===== config.mk =====
export PLATFORM = sky130hd
export DESIGN_NAME = operand_fetch
export DESIGN_NICKNAME = d
export VERILOG_FILES = /design/src/rtl/opfetch_pkg.sv /design/src/rtl/opfetch_scoreboard.sv /design/src/rtl/operand_fetch.sv
export SDC_FILE = /design/constraint.sdc
export NUM_CORES = 1
export LEC_CHECK = 0
export ABC_AREA = 1
export CELL_PAD_IN_SITES_DETAIL_PLACEMENT = 1
export CELL_PAD_IN_SITES_GLOBAL_PLACEMENT = 1
export CORE_AREA = 2 2 105 77
export CTS_BUF_LIST = sky130_fd_sc_hd__clkbuf_4
export DETAILED_ROUTE_END_ITERATION = 12
export DIE_AREA = 0 0 107 79
export GPL_TIMING_DRIVEN = 0
export PLACE_DENSITY_LB_ADDON = 0.25
export SKIP_CTS_REPAIR_TIMING = 1
export SLEW_MARGIN = 0
export SYNTH_ARGS = -nofsm -noshare
export SYNTH_HDL_FRONTEND = slang
export SYNTH_HIERARCHICAL = 1
export SYNTH_SLANG_ARGS = --single-unit

===== constraint.sdc =====
create_clock -name clock -period 1.67 [get_ports clock]
set_clock_uncertainty 0.05 [all_clocks]
set_input_delay 0.334 -clock clock [delete_from_list [all_inputs] [get_ports clock]]
set_output_delay 0.334 -clock clock [all_outputs]
set_load 0.1 [all_outputs]

===== src/rtl/opfetch_pkg.sv =====
// Shared types and constants for the operand fetch stage.
// Optional feature: define OPFETCH_SCOREBOARD_EN to build the busy-bit scoreboard.
package opfetch_pkg;

  // Issue slot occupancy: EMPTY means no op is being presented to execute.
  typedef enum logic {
    EMPTY = 1'b0,
    FULL  = 1'b1
  } of_state_e;

  // The scoreboard keeps one busy bit per register, so its address width is
  // bounded to keep the vector a sane size.
  localparam int unsigned OF_MAX_SB_ADDR_WIDTH = 12;
  localparam int unsigned OF_MIN_WIDTH         = 1;

endpackage


===== src/rtl/opfetch_scoreboard.sv =====
// Busy-bit scoreboard: one bit per register marking an outstanding write.
// A writeback in the current cycle hides the bit it clears, since the
// register file forwards written data into the same-edge read.
module opfetch_scoreboard
  import opfetch_pkg::*;
#(
  parameter int ADDR_WIDTH = 8
) (
  input  logic                  clock,
  input  logic                  reset_n,
  input  logic                  set_i,
  input  logic [ADDR_WIDTH-1:0] set_addr_i,
  input  logic                  clr_i,
  input  logic [ADDR_WIDTH-1:0] clr_addr_i,
  input  logic [ADDR_WIDTH-1:0] r1_addr_i,
  input  logic [ADDR_WIDTH-1:0] r2_addr_i,
  input  logic [ADDR_WIDTH-1:0] dst_addr_i,
  input  logic                  dst_we_i,
  output logic                  hazard_o
);

  localparam int NREG = 1 << ADDR_WIDTH;

  logic [NREG-1:0] busy_q, busy_d;
  logic [NREG-1:0] clr_mask;
  logic [NREG-1:0] busy_eff;

  // Apply this cycle's clear first, then the set, so a set to the same
  // register in the same cycle wins.
  always_comb begin
    clr_mask = '0;
    if (clr_i) clr_mask[clr_addr_i] = 1'b1;
    busy_eff = busy_q & ~clr_mask;
    busy_d   = busy_eff;
    if (set_i) busy_d[set_addr_i] = 1'b1;
  end

  // Hazard lookup uses the post-clear view of the busy bits.
  always_comb begin
    hazard_o = busy_eff[r1_addr_i] | busy_eff[r2_addr_i] |
               (dst_we_i & busy_eff[dst_addr_i]);
  end

  // Busy vector register.
  always_ff @(posedge clock or negedge reset_n) begin
    if (!reset_n) busy_q <= '0;
    else          busy_q <= busy_d;
  end

endmodule


===== src/rtl/operand_fetch.sv =====
// Operand fetch / issue stage. Accepts decoded ops, drives the register file
// read addresses and presents the (1-cycle latency) read data to execute.
// Optional feature: define OPFETCH_SCOREBOARD_EN to stall RAW/WAW hazards
// against writes that have not yet retired on the writeback port.
module operand_fetch
  import opfetch_pkg::*;
#(
  parameter int ADDR_WIDTH = 8,
  parameter int DATA_WIDTH = 8,
  parameter int CNT_WIDTH  = 16
) (
  input  logic                  clock,
  input  logic                  reset_n,
  input  logic                  req_valid,
  output logic                  req_ready,
  input  logic [ADDR_WIDTH-1:0] req_r1_addr,
  input  logic [ADDR_WIDTH-1:0] req_r2_addr,
  input  logic [ADDR_WIDTH-1:0] req_dst_addr,
  input  logic                  req_dst_we,
  output logic [ADDR_WIDTH-1:0] rf_r1_addr,
  output logic [ADDR_WIDTH-1:0] rf_r2_addr,
  input  logic [DATA_WIDTH-1:0] rf_r1_data,
  input  logic [DATA_WIDTH-1:0] rf_r2_data,
  input  logic                  wb_valid,
  input  logic [ADDR_WIDTH-1:0] wb_addr,
  output logic                  op_valid,
  input  logic                  op_ready,
  output logic [DATA_WIDTH-1:0] op_a,
  output logic [DATA_WIDTH-1:0] op_b,
  output logic [ADDR_WIDTH-1:0] op_dst,
  output logic                  op_dst_we,
  output logic [CNT_WIDTH-1:0]  stall_cnt
);

  localparam logic [CNT_WIDTH-1:0] CNT_ONE = {{(CNT_WIDTH-1){1'b0}}, 1'b1};

  of_state_e             state_q, state_d;
  logic [ADDR_WIDTH-1:0] s1_r1_q, s1_r2_q, s1_dst_q;
  logic                  s1_we_q;
  logic [CNT_WIDTH-1:0]  stall_cnt_q, stall_cnt_d;
  logic                  hazard;
  logic                  accept;
  logic                  consume;

`ifdef OPFETCH_SCOREBOARD_EN
  opfetch_scoreboard #(
    .ADDR_WIDTH (ADDR_WIDTH)
  ) u_sb (
    .clock      (clock),
    .reset_n    (reset_n),
    .set_i      (accept & req_dst_we),
    .set_addr_i (req_dst_addr),
    .clr_i      (wb_valid),
    .clr_addr_i (wb_addr),
    .r1_addr_i  (req_r1_addr),
    .r2_addr_i  (req_r2_addr),
    .dst_addr_i (req_dst_addr),
    .dst_we_i   (req_dst_we),
    .hazard_o   (hazard)
  );
`else
  // Without the scoreboard, ordering is the compiler's job; writeback is
  // only consumed by the register file itself.
  logic unused_wb;
  assign unused_wb = ^{wb_valid, wb_addr};
  assign hazard    = 1'b0;
`endif

  assign req_ready = ((state_q == EMPTY) | op_ready) & ~hazard;
  assign accept    = req_valid & req_ready;
  assign consume   = (state_q == FULL) & op_ready;

  // On accept the new op's sources go straight to the register file; while
  // held, the latched sources are re-read so stalled operands see writebacks.
  assign rf_r1_addr = accept ? req_r1_addr : s1_r1_q;
  assign rf_r2_addr = accept ? req_r2_addr : s1_r2_q;

  assign op_valid  = (state_q == FULL);
  assign op_a      = rf_r1_data;
  assign op_b      = rf_r2_data;
  assign op_dst    = s1_dst_q;
  assign op_dst_we = s1_we_q;
  assign stall_cnt = stall_cnt_q;

  // Slot occupancy: fill on accept, drain on consume without a new accept.
  always_comb begin
    state_d = state_q;
    case (state_q)
      EMPTY:   if (accept) state_d = FULL;
      FULL:    if (consume && !accept) state_d = EMPTY;
      default: state_d = EMPTY;
    endcase
  end

  // Saturating count of cycles where an op waits at the input.
  always_comb begin
    stall_cnt_d = stall_cnt_q;
    if (req_valid && !req_ready && (stall_cnt_q != {CNT_WIDTH{1'b1}}))
      stall_cnt_d = stall_cnt_q + CNT_ONE;
  end

  // State and stall counter registers.
  always_ff @(posedge clock or negedge reset_n) begin
    if (!reset_n) begin
      state_q     <= EMPTY;
      stall_cnt_q <= '0;
    end else begin
      state_q     <= state_d;
      stall_cnt_q <= stall_cnt_d;
    end
  end

  // Latch the accepted op's addresses and destination.
  always_ff @(posedge clock or negedge reset_n) begin
    if (!reset_n) begin
      s1_r1_q  <= '0;
      s1_r2_q  <= '0;
      s1_dst_q <= '0;
      s1_we_q  <= 1'b0;
    end else if (accept) begin
      s1_r1_q  <= req_r1_addr;
      s1_r2_q  <= req_r2_addr;
      s1_dst_q <= req_dst_addr;
      s1_we_q  <= req_dst_we;
    end
  end

endmodule

# Word-level counts from Yosys, hierarchy flattened
# Index checks and enable logic that the tools add are counted.
word_totals:
  latchBits: 0
  wordCells: 22
  inputBits: 54
  reg_bits: 42
  n_memories: 0
  mem_bits_rw: 0
  mem_bits_ro: 0
op_classes:
  muxes: 5
  magnitude_cmp: 0
  shift: 0
  bitwise_logic: 4
  reduce_logical: 5
  multipliers: 0
  n_eq_ne: 1
  addsub: 1
  div_mod_pow: 0
op_table:
  columns: ["op", "n"]
  rows:
  - ["$add A16 B1 Y16 const B", 1]
  - ["$mux W8", 2]
  - ["$ne A16 B16 Y1 const B", 1]
  - ["$logic_and A1 B1 Y1", 3]
  - ["$and A1 B1 Y1", 2]
  - ["$logic_not A1 Y1", 2]
  - ["$mux W1", 2]
  - ["$pmux W1 S2", 1]
  - ["$not A1 Y1", 1]
  - ["$or A1 B1 Y1", 1]

# Depth between registers and ports, before layout
# Gate-level depths: netlist of run 1.
logic_depth:
  ltp_word: 7
  ltp_mapped: 9

# Worst setup path before layout of run 1
# No wires, ideal clock.
synth_timing:
  kind: "reg-to-output"
  start: "register state_q (netlist: op_valid)"
  end: "output rf_r1_addr[0]"
  path_buffers: 1
  slack_ps: -1665
  path_stages_with_launch: 5
  t_arrival_ps: 2951
  path_cell_list: "dfrtp_1 nand2_1 nand2_2 buf_2 mux2_2"
synth_via:
  elab_chain_len: 4
synth_rtl:
  columns: ["element", "line", "rtl"]
  rows:
  - ["from (decl)", "operand_fetch.sv:37", "of_state_e state_q, state_d;"]
  - ["from (signal assigned)", "operand_fetch.sv:108", "state_q <= state_d;"]
  - ["$not A1 Y1", "operand_fetch.sv:69", "assign req_ready = ((state_q == EMPTY) | op_ready) & ~hazard;"]
  - ["$or A1 B1 Y1", "operand_fetch.sv:69", null]
  - ["named net req_ready", "operand_fetch.sv:15", "output logic req_ready,"]
  - ["$and A1 B1 Y1", "operand_fetch.sv:70", "assign accept = req_valid & req_ready;"]
  - ["$mux W8", "operand_fetch.sv:75", "assign rf_r1_addr = accept ? req_r1_addr : s1_r1_q;"]
  - ["to (decl)", "operand_fetch.sv:20", "output logic [ADDR_WIDTH-1:0] rf_r1_addr,"]
# The timed path passes the listed nets, and every way through them passes these cells.

# Final worst setup path of run 1
layout_timing:
  start: "register state_q (netlist: op_valid)"
  end: "output rf_r1_addr[4]"
layout_via:
  elab_chain_len: 4
layout_rtl:
  columns: ["element", "line"]
  rows:
  - ["$not A1 Y1", "operand_fetch.sv:69"]
  - ["$or A1 B1 Y1", "operand_fetch.sv:69"]
  - ["$and A1 B1 Y1", "operand_fetch.sv:70"]
  - ["$mux W8", "operand_fetch.sv:75"]
# No other way between the ends.

==> flow_summary.json, run 1 <==
{
  "gp_congestion": 0.749,
  "syn-mean-instance-area_um2": 9.99,
  "drive_above_1_share": 0.472,
  "core_um2": 7530,
  "syn_nets": 265,
  "cts.sinks": 42,
  "path_max_fanout": 10,
  "max_freq_ghz": 0.477,
  "ir_worst_vdd_mv": 0.721,
  "via_count": 1813,
  "die-area_um2": 8450,
  "antenna_found_initial": 0,
  "tns_ps": -7050,
  "n_antenna_cell": 0,
  "p_per_area_nw_per_um2": 1180,
  "grt.total_usage": 0.134,
  "arrival_ps": 1710,
  "violations": "setup timing",
  "synth.distinct_cells": 23,
  "dp_hpwl_mm": 4.39,
  "insertion_delay_ps": 350,
  "placed_area_um2": 3280,
  "path_cells": "nand2_8 > nand2_8 > buf_12 > mux2_4 > buf_12",
  "drtPass1Iterations": 4,
  "critPathLaunchType": "flip-flop",
  "syn_area_um2": 2100,
  "rr_startpoint": "stall_cnt[0]",
  "pin_count": 113,
  "max_stage_delay_ps": 540,
  "fp.dieH_um": 79,
  "p_total_mw": 4.19,
  "port_buffers": 87,
  "grt_pass1_vias": 1831,
  "holdCritPathClass": "input port to asynchronous set/reset pin",
  "synth-seq-cells": 42,
  "vias_per_cell": 4.31,
  "synthCells": 210,
  "setup_viol": 18,
  "cap_violations": 0,
  "wl_met1_mm": 2.75,
  "worstSetupStartpoint": "op_valid",
  "ys_warn_count": 6,
  "dr_wl_met2_mm": 2.79,
  "crit_type": "flip-flop to output pin",
  "wl_per_cell_um": 13.9,
  "fillers": 835,
  "cts_buffer_depth": 2,
  "cts_root_buffer": "clkbuf_4",
  "path_clk_slew_ps": 150,
  "worst_pin_slew_ps": 995,
  "start_util": 0.278,
  "cts_tree": "yes",
  "antenna_left": 0,
  "rows": 27,
  "cp-end-kind": "output pin",
  "slew_violations": 0,
  "worst_slack_ps": -424,
  "drc": 0,
  "routed_wl_mm": 5.84,
  "syn2layout_area_growth_pct": 69.7,
  "overflow": 0,
  "layout_min_cycle_time_ps": 2090,
  "fin_util": 0.472,
  "hold_viol_final": 0,
  "drtIter0Drc": 47,
  "met3RoutedLength_um": 267,
  "final_area_um2": 3560,
  "numCtsBuffers": 5,
  "ys_seq_area_frac": 0.501,
  "htree_num_levels": 2,
  "finalCritPeriodShare": 1.25,
  "slew_headroom": 0.335,
  "grt_pass1_wl_mm": 8.87,
  "p_leak_nw": 1.72,
  "slowest_stage": "dfrtp_4",
  "required_ps": 1290,
  "status": "complete, but fails checks",
  "highest_layer": "met4",
  "fp.dieW_um": 107,
  "grt_max_degree": 23,
  "nets": 374,
  "rsz0062_at_grt": "true"
}
kinds of logic after synthesis:
logic type	synth area share
compound gates	0.0304
flops	0.501
simple gates	0.211
xor+xnor	0.0251
mux	0.134
buf+inv	0.0925
fa+ha+maj	0.00597
worst max-delay path, delay by kind of cell, from the launching register on:
kind,cells,cell delay (ps)
buffers and inverters,2,330
muxes,1,320
DFF,1,540
and+or+nand+nor,2,160
state kept, by name, summed over array words and instances (netlist names):
name and count:
op_dst 8, op_dst_we 1, op_valid 1, s1_r1_q 8, s1_r2_q 8, stall_cnt 16
power breakdown:
| part | switching (mW) | internal [mW] |
|---|---|---|
| registers | 0.138 | 1.19 |
| clock network | 0.356 | 0.157 |
| logic | 1.65 | 0.695 |
| total | 2.15 | 2.04 |
synthesized netlist by cell type:
cell	instances	area (um^2)
nand2_1	51	191
dfrtp_1	42	1050
mux2_2	25	282
buf_4	16	120
inv_1	13	48.8
nor2_1	11	41.3
nand3_1	9	45.0
nand2_2	7	43.8
nand4_1	5	31.3
nor2_2	5	31.3
o21ai_2	5	43.8
xnor2_1	4	35.0
nor2_4	3	33.8
o21ai_0	3	15.0
buf_2	2	10.0
xor2_1	2	17.5
buf_6	1	11.3
ha_1	1	12.5
inv_2	1	3.75
nand2_4	1	11.3
nand3b_1	1	7.51
nor3_1	1	5.00
o21ai_1	1	5.00
layout make-up:
type	instances	area, um^2	area share
Clock inverter	3	16.3	0.00457
Multi-Input combinational cell	135	967	0.272
Timing Repair Buffer	102	1090	0.307
Inverter	14	52.6	0.0148
Buffer	19	175	0.0492
Sequential cell	42	1090	0.307
Tap cell	101	126	0.0355
Clock buffer	5	37.5	0.0105
placed cells by master (no fill, tap or decap), drive strengths merged:
master	count
mux2	25
dfrtp	42
clkbuf	25
inv	14
dlygate4sd3	1
o21ai	9
nand2	59
buf	56
dlymetal6s2s	17
nand3b	1
clkinvlp	1
clkinv	2
nand3	9
clkdlybuf4s50	27
xnor2	4
nand4	5
xor2	2
nor3	1
nor2	19
ha	1
worst paths after layout:
kind	to	slack [ps]	cells after the start
setup / recovery	rf_r1_addr[4]	-420	5
hold / removal	stall_cnt[0]	440	2
setup reg to reg	stall_cnt[13]	130	8
hold reg to reg	op_dst_we	470	1
max in group asynchronous	stall_cnt[2]	620	3
min in group clock	op_dst_we	470	1
metal layers:
metal | track usage | vias up
met5 | 0 | -
met4 | 0.0364 | 0
met3 | 0.0296 | 2
met2 | 0.203 | 50
met1 | 0.194 | 879
li1 | - | 882
per-stage QoR:
step	hold WS [ps]	setup slack [ps]	instances
after floorplan	-11.6	-303	210
after global placement	423	-1450	398
after detailed placement	297	-1310	399
after CTS	-99.8	-1310	407
after global routing	469	-496	421
final	439	-424	421
(Power assumes the default switching activity.)
==> run 2, diff against run 1 <==
CORE_AREA = 2 2 111 81   (was 2 2 105 77)
DIE_AREA = 0 0 113 83   (was 0 0 107 79)
clock period = 1.8 ns   (was 1.67 ns; I/O delays follow)
==> flow_summary.json, run 2 (synthesized netlist as in run 1, its figures left out) <==
{
  "tns_ps": -5770,
  "slew_headroom": 0.325,
  "ir_worst_vdd_mv": 0.520,
  "path_max_fanout": 7,
  "cap_violations": 0,
  "crit_type": "input port to output pin",
  "setup_viol": 18,
  "p_total_mw": 4.00,
  "violations": "DRC, setup timing",
  "critPathLaunchType": "input port",
  "grt_pass1_vias": 1902,
  "hold_ws_ps": 469,
  "start_util": 0.254,
  "layout.cells.most_common_list": "nand2_1 (50), clkdlybuf4s50_1 (27), buf_4 (26)",
  "pin_count": 113,
  "holdCritPathClass": "flip-flop to flip-flop",
  "cts_tree": "yes",
  "largest_reg_flops": 16,
  "gp_congestion": 0.746,
  "routed_wl_mm": 6.19,
  "rows": 28,
  "port_buffers": 87,
  "cts_buffer_depth": 2,
  "n_antenna_cell": 0,
  "htree_num_levels": 2,
  "cp-end-kind": "output pin",
  "drive_above_1_share": 0.467,
  "dp_hpwl_mm": 4.55,
  "wl_per_cell_um": 14.6,
  "finalCritPeriodShare": 1.20,
  "status": "complete, but fails checks",
  "insertion_delay_ps": 350,
  "via_count": 1822,
  "overflow": 0,
  "cts_root_buffer": "clkbuf_4",
  "layout_commonest_cell": "nand2_1",
  "fp.dieW_um": 113,
  "core_um2": 8270,
  "fillers": 908,
  "numCtsBuffers": 5,
  "layout.cells.non_filler": 424,
  "fp.dieH_um": 83,
  "vias_per_cell": 4.30,
  "drtPass1Iterations": 10,
  "path_clk_slew_ps": 120,
  "drtIter0Drc": 48,
  "rsz0062_at_grt": "true",
  "worst_pin_slew_ps": 1010,
  "required_ps": 1390,
  "layout_min_cycle_time_ps": 2160,
  "hold_viol_final": 0,
  "grt_max_degree": 23,
  "worst_slack_ps": -363,
  "die-area_um2": 9380,
  "grt_pass1_wl_mm": 9.69,
  "slew_violations": 0,
  "syn2layout_area_growth_pct": 70.6,
  "placed_cells": 403,
  "arrival_ps": 1750,
  "antenna_found_initial": 0,
  "p_per_area_nw_per_um2": 1120,
  "cts.sinks": 42,
  "antenna_left": 0,
  "max_freq_ghz": 0.462,
  "p_leak_nw": 1.75,
  "nets": 373,
  "pre_cts_slack_ps": -1240,
  "grt.total_usage": 0.129,
  "drc": 6
}
-- run 2: cell count changes in the layout (fill, tap and decap cells not counted), sizes merged --
cell / previous run / this run
buf: 56 / 48
bufinv: 0 / 1
clkinvlp: 1 / 0
clkinv: 2 / 1
clkbuf: 25 / 33
-- run 2: power breakdown --
group / switching, mW / internal [mW]
logic: 1.53 / 0.615
registers: 0.127 / 1.10
clock network: 0.316 / 0.305
-- run 2: critical path, cell delays in order --
cell and delay [ps]:
clkdlybuf4s50_1 600, nand2_8 110, clkbuf_16 180, mux2_4 320, buf_12 170
-- run 2: path summary, 6_finish.rpt --
path,startpoint,to,slack [ps],cells after the start
setup reg to reg,stall_cnt[0],stall_cnt[1],80,9
min in group asynchronous,reset_n,stall_cnt[1],490,2
hold / removal,op_dst[2],op_dst[2],470,1
setup / recovery,req_valid,rf_r1_addr[1],-360,5
hold reg to reg,op_dst[2],op_dst[2],470,1
max in group asynchronous,reset_n,op_dst[1],690,3
-- run 2: routing by layer --
metal,up-vias,track usage,routed length (um)
met2,57,0.204,2970
met5,-,0,0
met1,884,0.179,2820
li1,879,-,-
met3,2,0.0285,364
met4,0,0.0333,40
-- run 2: metrics by stage --
step,utilization,cell area [um^2]
final,0.433,3580
after global routing,0.433,3580
after CTS,0.403,3340
after detailed placement,0.394,3260
after global placement,0.391,3230
after floorplan,-,2230
-- run 2: cell type report --
class	count	area [um^2]	share of cell area
Buffer	19	175	0.0490
Clock buffer	6	45.0	0.0126
Clock inverter	2	33.8	0.00944
Inverter	14	52.6	0.0147
Multi-Input combinational cell	135	960	0.268
Sequential cell	42	1080	0.302
Tap cell	105	131	0.0367
Timing Repair Buffer	101	1100	0.308
==> run 3, diff against run 2 <==
CORE_AREA = 2 2 105 77   (was 2 2 111 81)
DIE_AREA = 0 0 107 79   (was 0 0 113 83)
GPL_TIMING_DRIVEN = 1   (was 0)
clock period = 2.35 ns   (was 1.8 ns; I/O delays follow)
==> flow_summary.json, run 3 (synthesized netlist as in run 1, its figures left out) <==
{
  "max_freq_ghz": 0.456,
  "intPower_mw": 1.59,
  "die-area_um2": 8450,
  "cts_buffer_depth": 2,
  "seq_area_um2": 1050,
  "p_sw_mw": 1.38,
  "grt_pass1_wl_mm": 8.42,
  "cp-end-kind": "output pin",
  "nets": 337,
  "setup_viol": 0,
  "port_buffers": 71,
  "drtIter0Drc": 31,
  "fp.dieW_um": 107,
  "ir_worst_vdd_mv": 0.621,
  "overflow": 0,
  "layout_commonest_cell": "nand2_1",
  "rr_startpoint": "stall_cnt[0]",
  "critPathLaunchType": "flip-flop",
  "whs_endpoint": "op_valid",
  "finalCritPeriodShare": 0.933,
  "status": "completed",
  "clock_power_share": 0.195,
  "placed_cells": 370,
  "fp.dieH_um": 79,
  "crit_type": "flip-flop to output pin",
  "layout_min_cycle_time_ps": 2190,
  "rr_worst_depth": 9,
  "hp-start": "req_valid",
  "largest_reg_flops": 16,
  "core_um2": 7530,
  "rows": 27,
  "routed_wl_mm": 5.35,
  "multi_input_area_um2": 872,
  "numCtsBuffers": 5,
  "worst_pin_slew_ps": 309,
  "grt_max_degree": 39,
  "p_total_mw": 2.97,
  "wl_per_cell_um": 13.9,
  "tns_ps": 0,
  "slew_violations": 0,
  "cts_root_buffer": "clkbuf_4",
  "layout.cells.most_common_list": "nand2_1 (50), dfrtp_1 (41), buf_4 (34)",
  "drive_above_1_share": 0.399,
  "antenna_found_initial": 0,
  "hold_viol_final": 0,
  "n_antenna_cell": 0,
  "start_util": 0.278,
  "seqPwrFrac": 0.311,
  "holdCritPathClass": "input port to flip-flop",
  "rsz0062_at_grt": "false",
  "vias_per_cell": 4.39,
  "pre_cts_slack_ps": -32.9,
  "grt_pass1_vias": 1715,
  "worst_slack_ps": 157,
  "layout.cells.non_filler": 384,
  "rrSetupSlack_ps": 580,
  "min_path_cells": 3,
  "antenna_left": 0,
  "grt.total_usage": 0.129,
  "insertion_delay_ps": 350,
  "swShare": 0.466,
  "fillers": 848,
  "required_ps": 1830,
  "arrival_ps": 1670,
  "pin_count": 113,
  "via_count": 1685,
  "drc": 0,
  "syn2layout_area_growth_pct": 51.1,
  "dp_hpwl_mm": 3.93,
  "p_leak_nw": 1.42,
  "p_per_area_nw_per_um2": 937,
  "htree_num_levels": 2,
  "cts_tree": "yes",
  "path_max_fanout": 5,
  "pwr-share-comb": 0.495,
  "cap_violations": 0,
  "slew_headroom": 0.794,
  "rr_endpoint": "stall_cnt[11]",
  "fin_util": 0.421,
  "gp_congestion": 0.715,
  "drtPass1Iterations": 3,
  "path_clk_slew_ps": 120,
  "cts.sinks": 42
}
-- run 3: changes by cell type in the layout (fill, tap and decap cells not counted), moves of 8 or more --
cell / previous run / this run
mux2_4: 16 / 2
dfrtp_2: 14 / 0
dfrtp_1: 25 / 41
mux2_2: 9 / 23
dlymetal6s2s_1: 17 / 2
clkbuf_2: 25 / 0
buf_4: 26 / 34
-- run 3: layout make-up --
class,count,area share
clock inverters,3,0.0201
repair buffers,84,0.304
well taps,101,0.0399
clock buffers,5,0.0118
flip-flops and latches,42,0.333
multi-input cells,135,0.275
inverters,14,0.0166
-- run 3: worst max-delay path, stage by stage, from the launching register on --
cell and delay [ps]:
dfrtp_4 520, nand2_4 80, nand2_4 70, clkbuf_16 170, mux2_4 320, buf_12 170
-- run 3: per-stage QoR --
stage | hold slack, ps | instance area, um^2
6_report | 373 | 3170
5_1_grt | 361 | 3170
4_1_cts | -156 | 3080
3_5_place_dp | 257 | 2980
3_3_place_gp | 257 | 2980
2_1_floorplan | 124 | 2110
-- run 3: power groups by stage --
stage               logic [mW]  registers, mW  clock network [mW]
floorplan                0.666           1.41                   0
global placement          1.45          0.934                   0
detailed placement        1.46          0.940                   0
CTS                       1.46          0.925               0.609
global route              1.53          0.943               0.638
finish                    1.47          0.923               0.578
-- run 3: worst max path at each step --
stage                        start       endpoint  depth (start not counted)  slack (ps)
after floorplan           op_valid  rf_r1_addr[0]                          4         -50
after global placement    op_ready  rf_r1_addr[1]                          7         -30
after detailed placement  op_ready  rf_r1_addr[1]                          7         -30
after CTS                 op_ready  rf_r1_addr[0]                          7         -40
after global routing      op_valid  rf_r2_addr[0]                          5          90
final                     op_valid  rf_r2_addr[0]                          5         160
-- run 3: per-layer routing --
metal  wire, um  track usage
met1       2650        0.182
met2       2370        0.192
met3        268       0.0328
met4         64       0.0429
met5          0            0
==> patch 1: new RTL, flow settings as in run 1 <==
Set the parameter `CNT_WIDTH` to 32 (it was 16).
--- a/src/rtl/operand_fetch.sv
+++ b/src/rtl/operand_fetch.sv
@@ -8,5 +8,5 @@
   parameter int ADDR_WIDTH = 8,
   parameter int DATA_WIDTH = 8,
-  parameter int CNT_WIDTH  = 16
+  parameter int CNT_WIDTH  = 32
 ) (
   input  logic                  clock,
Interface: changed (resized stall_cnt); port bits go from 113 to 129. The function was not compared with the original's and may differ.
==> patch 1 against run 1 <==
The flow still finishes with violations (setup timing). Hold slack got worse by 11 ps. Total power up 23%. Register-to-register slack got worse by 500 ps. Final cell count grew 60%. Worst setup slack lost 160 ps. Via count increased by 120%. Critical path depth unchanged. Sequential cell count grew 16. Routed wire length rose to 3.0 times the old value. First-iteration DRC count rose to 7.3 times the old value. Final area is 53% higher. Area after synthesis is 58% higher. Largest cell class is now multi-input gates.
==> patch 1: results (changes against run 1) <==
[clock_tree]
cts_buffers = 9  ; +4
path_clk_slew_ps = 110  ; -40 ps
insertion_delay_ps = 450  ; +100 ps
htreeDepth = 3  ; +1

[run_status]
violations = setup timing
outcome = finished, violations left

[synthesis]
syn_nets = 491  ; +85%
seq_area_frac_synth_pct = 43.9  ; -6.2 points

[layout]
n_fill_cell = 834  ; -0.12%
nets = 622  ; +66%
largest_reg_flops = 32  ; +16

[power]
ir_drop_mv = 1.07  ; +48%
leakagePower_nw = 2.67  ; +56%
p_seq_w = 0.00170  ; +28%

[global_route]
grt_pass1_wl_mm = 19.0  ; +110%

[placed_design]
gp_congestion = 0.918  ; +23%
port_buffers = 103  ; +18%
hpwl_mm = 9.29  ; +110%
placed_area_sq_mm = 0.00468  ; +43%

[sta]
setup_viol = 60  ; +42
worst_slack_ps = -583  ; -159 ps
tns_ps = -16950  ; -9900 ps

[route]
wire_per_inst_um = 25.8  ; +86%
drtIter0Drc = 345  ; +630%
drt_pass1_iterations = 5  ; +1

patch 1: layout make-up:
cell class | count | area (sq um) | share of cell area [%]
antenna | 1 | 2.50 | 0.0461
buffer | 24 | 228 | 4.19
clock buffer | 11 | 82.6 | 1.52
clock inverter | 5 | 55.1 | 1.01
inverter | 30 | 118 | 2.16
multi-input combinational | 324 | 1960 | 36.2
sequential | 58 | 1520 | 28.0
tap | 101 | 126 | 2.33
timing repair buffer | 120 | 1340 | 24.6
patch 1: cell families (layout without fill, tap and decap cells):
kind of cell	Yosys count	after routing	synth area share, %
xor gates and xnor gates	11	11	2.91
other	0	1	0
buffers and inverters	54	190	8.82
AOI/OAI and AO/OA	5	5	0.757
DFF	58	58	43.9
and+or+nand+nor	282	282	34.7
adders and majority gates	1	1	0.378
muxes	25	25	8.51
patch 1: final timing paths:
| path | startpoint | to | slack [ps] | depth (start not counted) |
|---|---|---|---|---|
| worst max-delay path | op_valid | rf_r2_addr[1] | -580 | 5 |
| worst min-delay path | reset_n | stall_cnt[7] | 430 | 2 |
| worst max register to register | stall_cnt[6] | stall_cnt[15] | -370 | 7 |
| worst min register to register | s1_r1_q[6] | s1_r1_q[6] | 480 | 1 |
| max in group asynchronous | reset_n | op_valid | 500 | 3 |
| min in group clock | req_dst_addr[5] | op_dst[5] | 460 | 2 |
patch 1: per-layer routing:
metal / up-vias / part of all wire, % / global-route usage [%]
met2: 290 / 51 / 51.0
met3: 85 / 7.7 / 8.95
li1: 1603 / - / -
met1: 1969 / 36 / 35.5
met4: 0 / 5.3 / 12.5
met5: - / 0 / 0
patch 1: critical path: stages (launching register included):
cell	delay, ps
dfrtp_4	540
nand2_8	100
nand2_8	90
buf_8	180
mux2_4	340
buf_12	180
==> patch 2: new RTL, settings of run 1 <==
Without the edit above. Make the reset (`reset_n`) synchronous in 2 clocked blocks.
--- a/src/rtl/operand_fetch.sv
+++ b/src/rtl/operand_fetch.sv
@@ -101,5 +101,5 @@
 
   // State and stall counter registers.
-  always_ff @(posedge clock or negedge reset_n) begin
+  always_ff @(posedge clock) begin
     if (!reset_n) begin
       state_q     <= EMPTY;
@@ -112,5 +112,5 @@
 
   // Latch the accepted op's addresses and destination.
-  always_ff @(posedge clock or negedge reset_n) begin
+  always_ff @(posedge clock) begin
     if (!reset_n) begin
       s1_r1_q  <= '0;
Check against the original RTL: differs if reset_n is asserted again (counterexample within 4 cycles, from zero or initial values and one cycle with reset_n low); with reset_n held inactive, the same outputs for 10 cycles.
==> patch 2 against run 1 <==
The flow still finishes with violations (setup timing). Area after synthesis unchanged. Total power down 30%. Routed wire length is 11% higher. Final area shrank 1.8%. Clock power is 33% higher. Sequential power fell by 20%. Sequential cell count stayed put. Worst setup slack got worse by 28 ps. Utilization shrank 0.86 points. Hold slack worse by 110 ps. Critical path type unchanged.
==> patch 2: results (changes against run 1) <==
[placed_design]
port_buffers = 87  ; unchanged
hpwl_mm = 4.83  ; +10%
pre_cts_ws_ps = -1560  ; -254 ps
gp_congestion = 0.828  ; +10%
placed_area_sq_mm = 0.00317  ; -3.2%

[layout]
drive_gt1_share_pct = 36.7  ; -11 points
n_fill_cell = 923  ; +11%
diodes = 0  ; unchanged
nets = 455  ; +22%
largest_reg_flops = 16  ; unchanged

[clock_tree]
cts_root_buf = clkbuf_4
clockBufferDepth = 2  ; unchanged
insertion_delay_ps = 360
path_clk_slew_ps = 120  ; -30 ps
htreeDepth = 2  ; unchanged

[setup_path]
r2r_start = stall_cnt[0]
path_max_fanout = 7  ; -3
slowest_delay_ps = 410  ; -130 ps
startpoint = op_valid
slowest_stage = dfxtp_4
critPathArrivalTime_ps = 1740  ; +30 ps
crit_family = buffers and inverters

[run_status]
violations = setup timing
outcome = finished, violations left

[sta]
worst_slack_ps = -452  ; -28.1 ps
tns_ps = -6010  ; +1040 ps
setup_viol = 18  ; unchanged
max-slew-margin-rel_pct = 34.0  ; +0.41 points

[synthesis]
netlist-cell-type-count = 30  ; +30%
synth_ff_type = dfxtp_1
synth_top_cells_by_count = nor2_1 (66), dfxtp_1 (42), nand2_1 (36)
seq_area_frac_synth_pct = 40.1  ; -10 points
synth_area_leaders = dfxtp_1 (40%), nor2_1 (12%), nand2_1 (6.4%)
ys_warn_count = 6  ; unchanged
syn_nets = 349  ; +32%
synthArstFlopShare_pct = 0  ; -100 points

[route]
wl_mm = 6.49  ; +11%
top_layer = met4
met2WireLength_mm = 3.03  ; +8.6%
drc_errors = 0  ; unchanged
dr_wl_met3_um = 339  ; +27%
drtIter0Drc = 37  ; -21%
wl_met1_mm = 3.03  ; +10%
drt_pass1_iterations = 4  ; unchanged
vias = 2193  ; +21%

[global_route]
track_usage_pct = 15.2  ; +1.7 points
grt_pass1_vias = 2132  ; +16%
antenna_found_initial = 0  ; unchanged
grt_max_degree = 14  ; -39%
grt_pass1_wl_mm = 10.3  ; +16%

[power]
ir_drop_mv = 0.383  ; -47%
leakagePower_nw = 1.69  ; -1.3%
power_w = 0.00295  ; -30%

[worst_hold_path]
min_from = req_valid
min_path_type = in2reg

patch 2: cell types whose count changed after synthesis, moves of 13 or more:
cell,run 1,this run
nor2_1,11,66
dfrtp_1,42,0
dfxtp_1,0,42
mux2_2,25,0
inv_1,13,29
nand2_1,51,36
a21oi_1,0,13
o21ai_0,3,16
patch 2: kinds of logic after synthesis:
group | count (synthesis) | share of synthesized area, %
and+or+nand+nor | 154 | 35.6
adders and majority gates | 1 | 0.597
AOI/OAI and AO/OA | 41 | 9.90
DFF | 42 | 40.1
buffers and inverters | 56 | 13.8
patch 2: tightest hold or removal path: cells and delay by family:
family	cells	cell delay, ps
buf+inv	2	310
compound gates	1	60
patch 2: layout make-up:
class / count / area (sq um) / area share, %
well taps: 101 / 126 / 3.62
inverters: 32 / 134 / 3.83
clock buffers: 6 / 45.0 / 1.29
repair buffers: 99 / 1010 / 28.8
clock inverters: 2 / 36.3 / 1.04
plain buffers: 24 / 186 / 5.34
flip-flops and latches: 42 / 882 / 25.3
multi-input cells: 196 / 1080 / 30.8
patch 2: stage by stage:
| stage | cells | hold slack (ps) |
|---|---|---|
| 3_3_place_gp | 482 | 412 |
| 4_1_cts | 490 | 453 |
| 5_1_grt | 502 | 330 |
| 3_5_place_dp | 482 | 424 |
| 2_1_floorplan | 294 | 408 |
| 6_report | 502 | 327 |
patch 2: routing by layer:
metal	up-vias	global-route usage (%)
met5	-	0
met1	1005	19.9
li1	1117	-
met2	62	25.2
met4	0	4.42
met3	9	3.28
patch 2: path summary, 6_finish.rpt:
| check | to | slack, ps | depth (start not counted) |
|---|---|---|---|
| worst max-delay path | rf_r1_addr[6] | -450 | 8 |
| worst min-delay path | op_valid | 330 | 3 |
| worst max register to register | stall_cnt[8] | 130 | 7 |
| worst min register to register | op_dst[0] | 450 | 2 |
patch 2: where the power goes:
group,internal [W],switching (W)
Combinational,0.000375,0.000826
Sequential,0.00104,0.0000204
Clock,0.000334,0.000352
Total,0.00175,0.00120
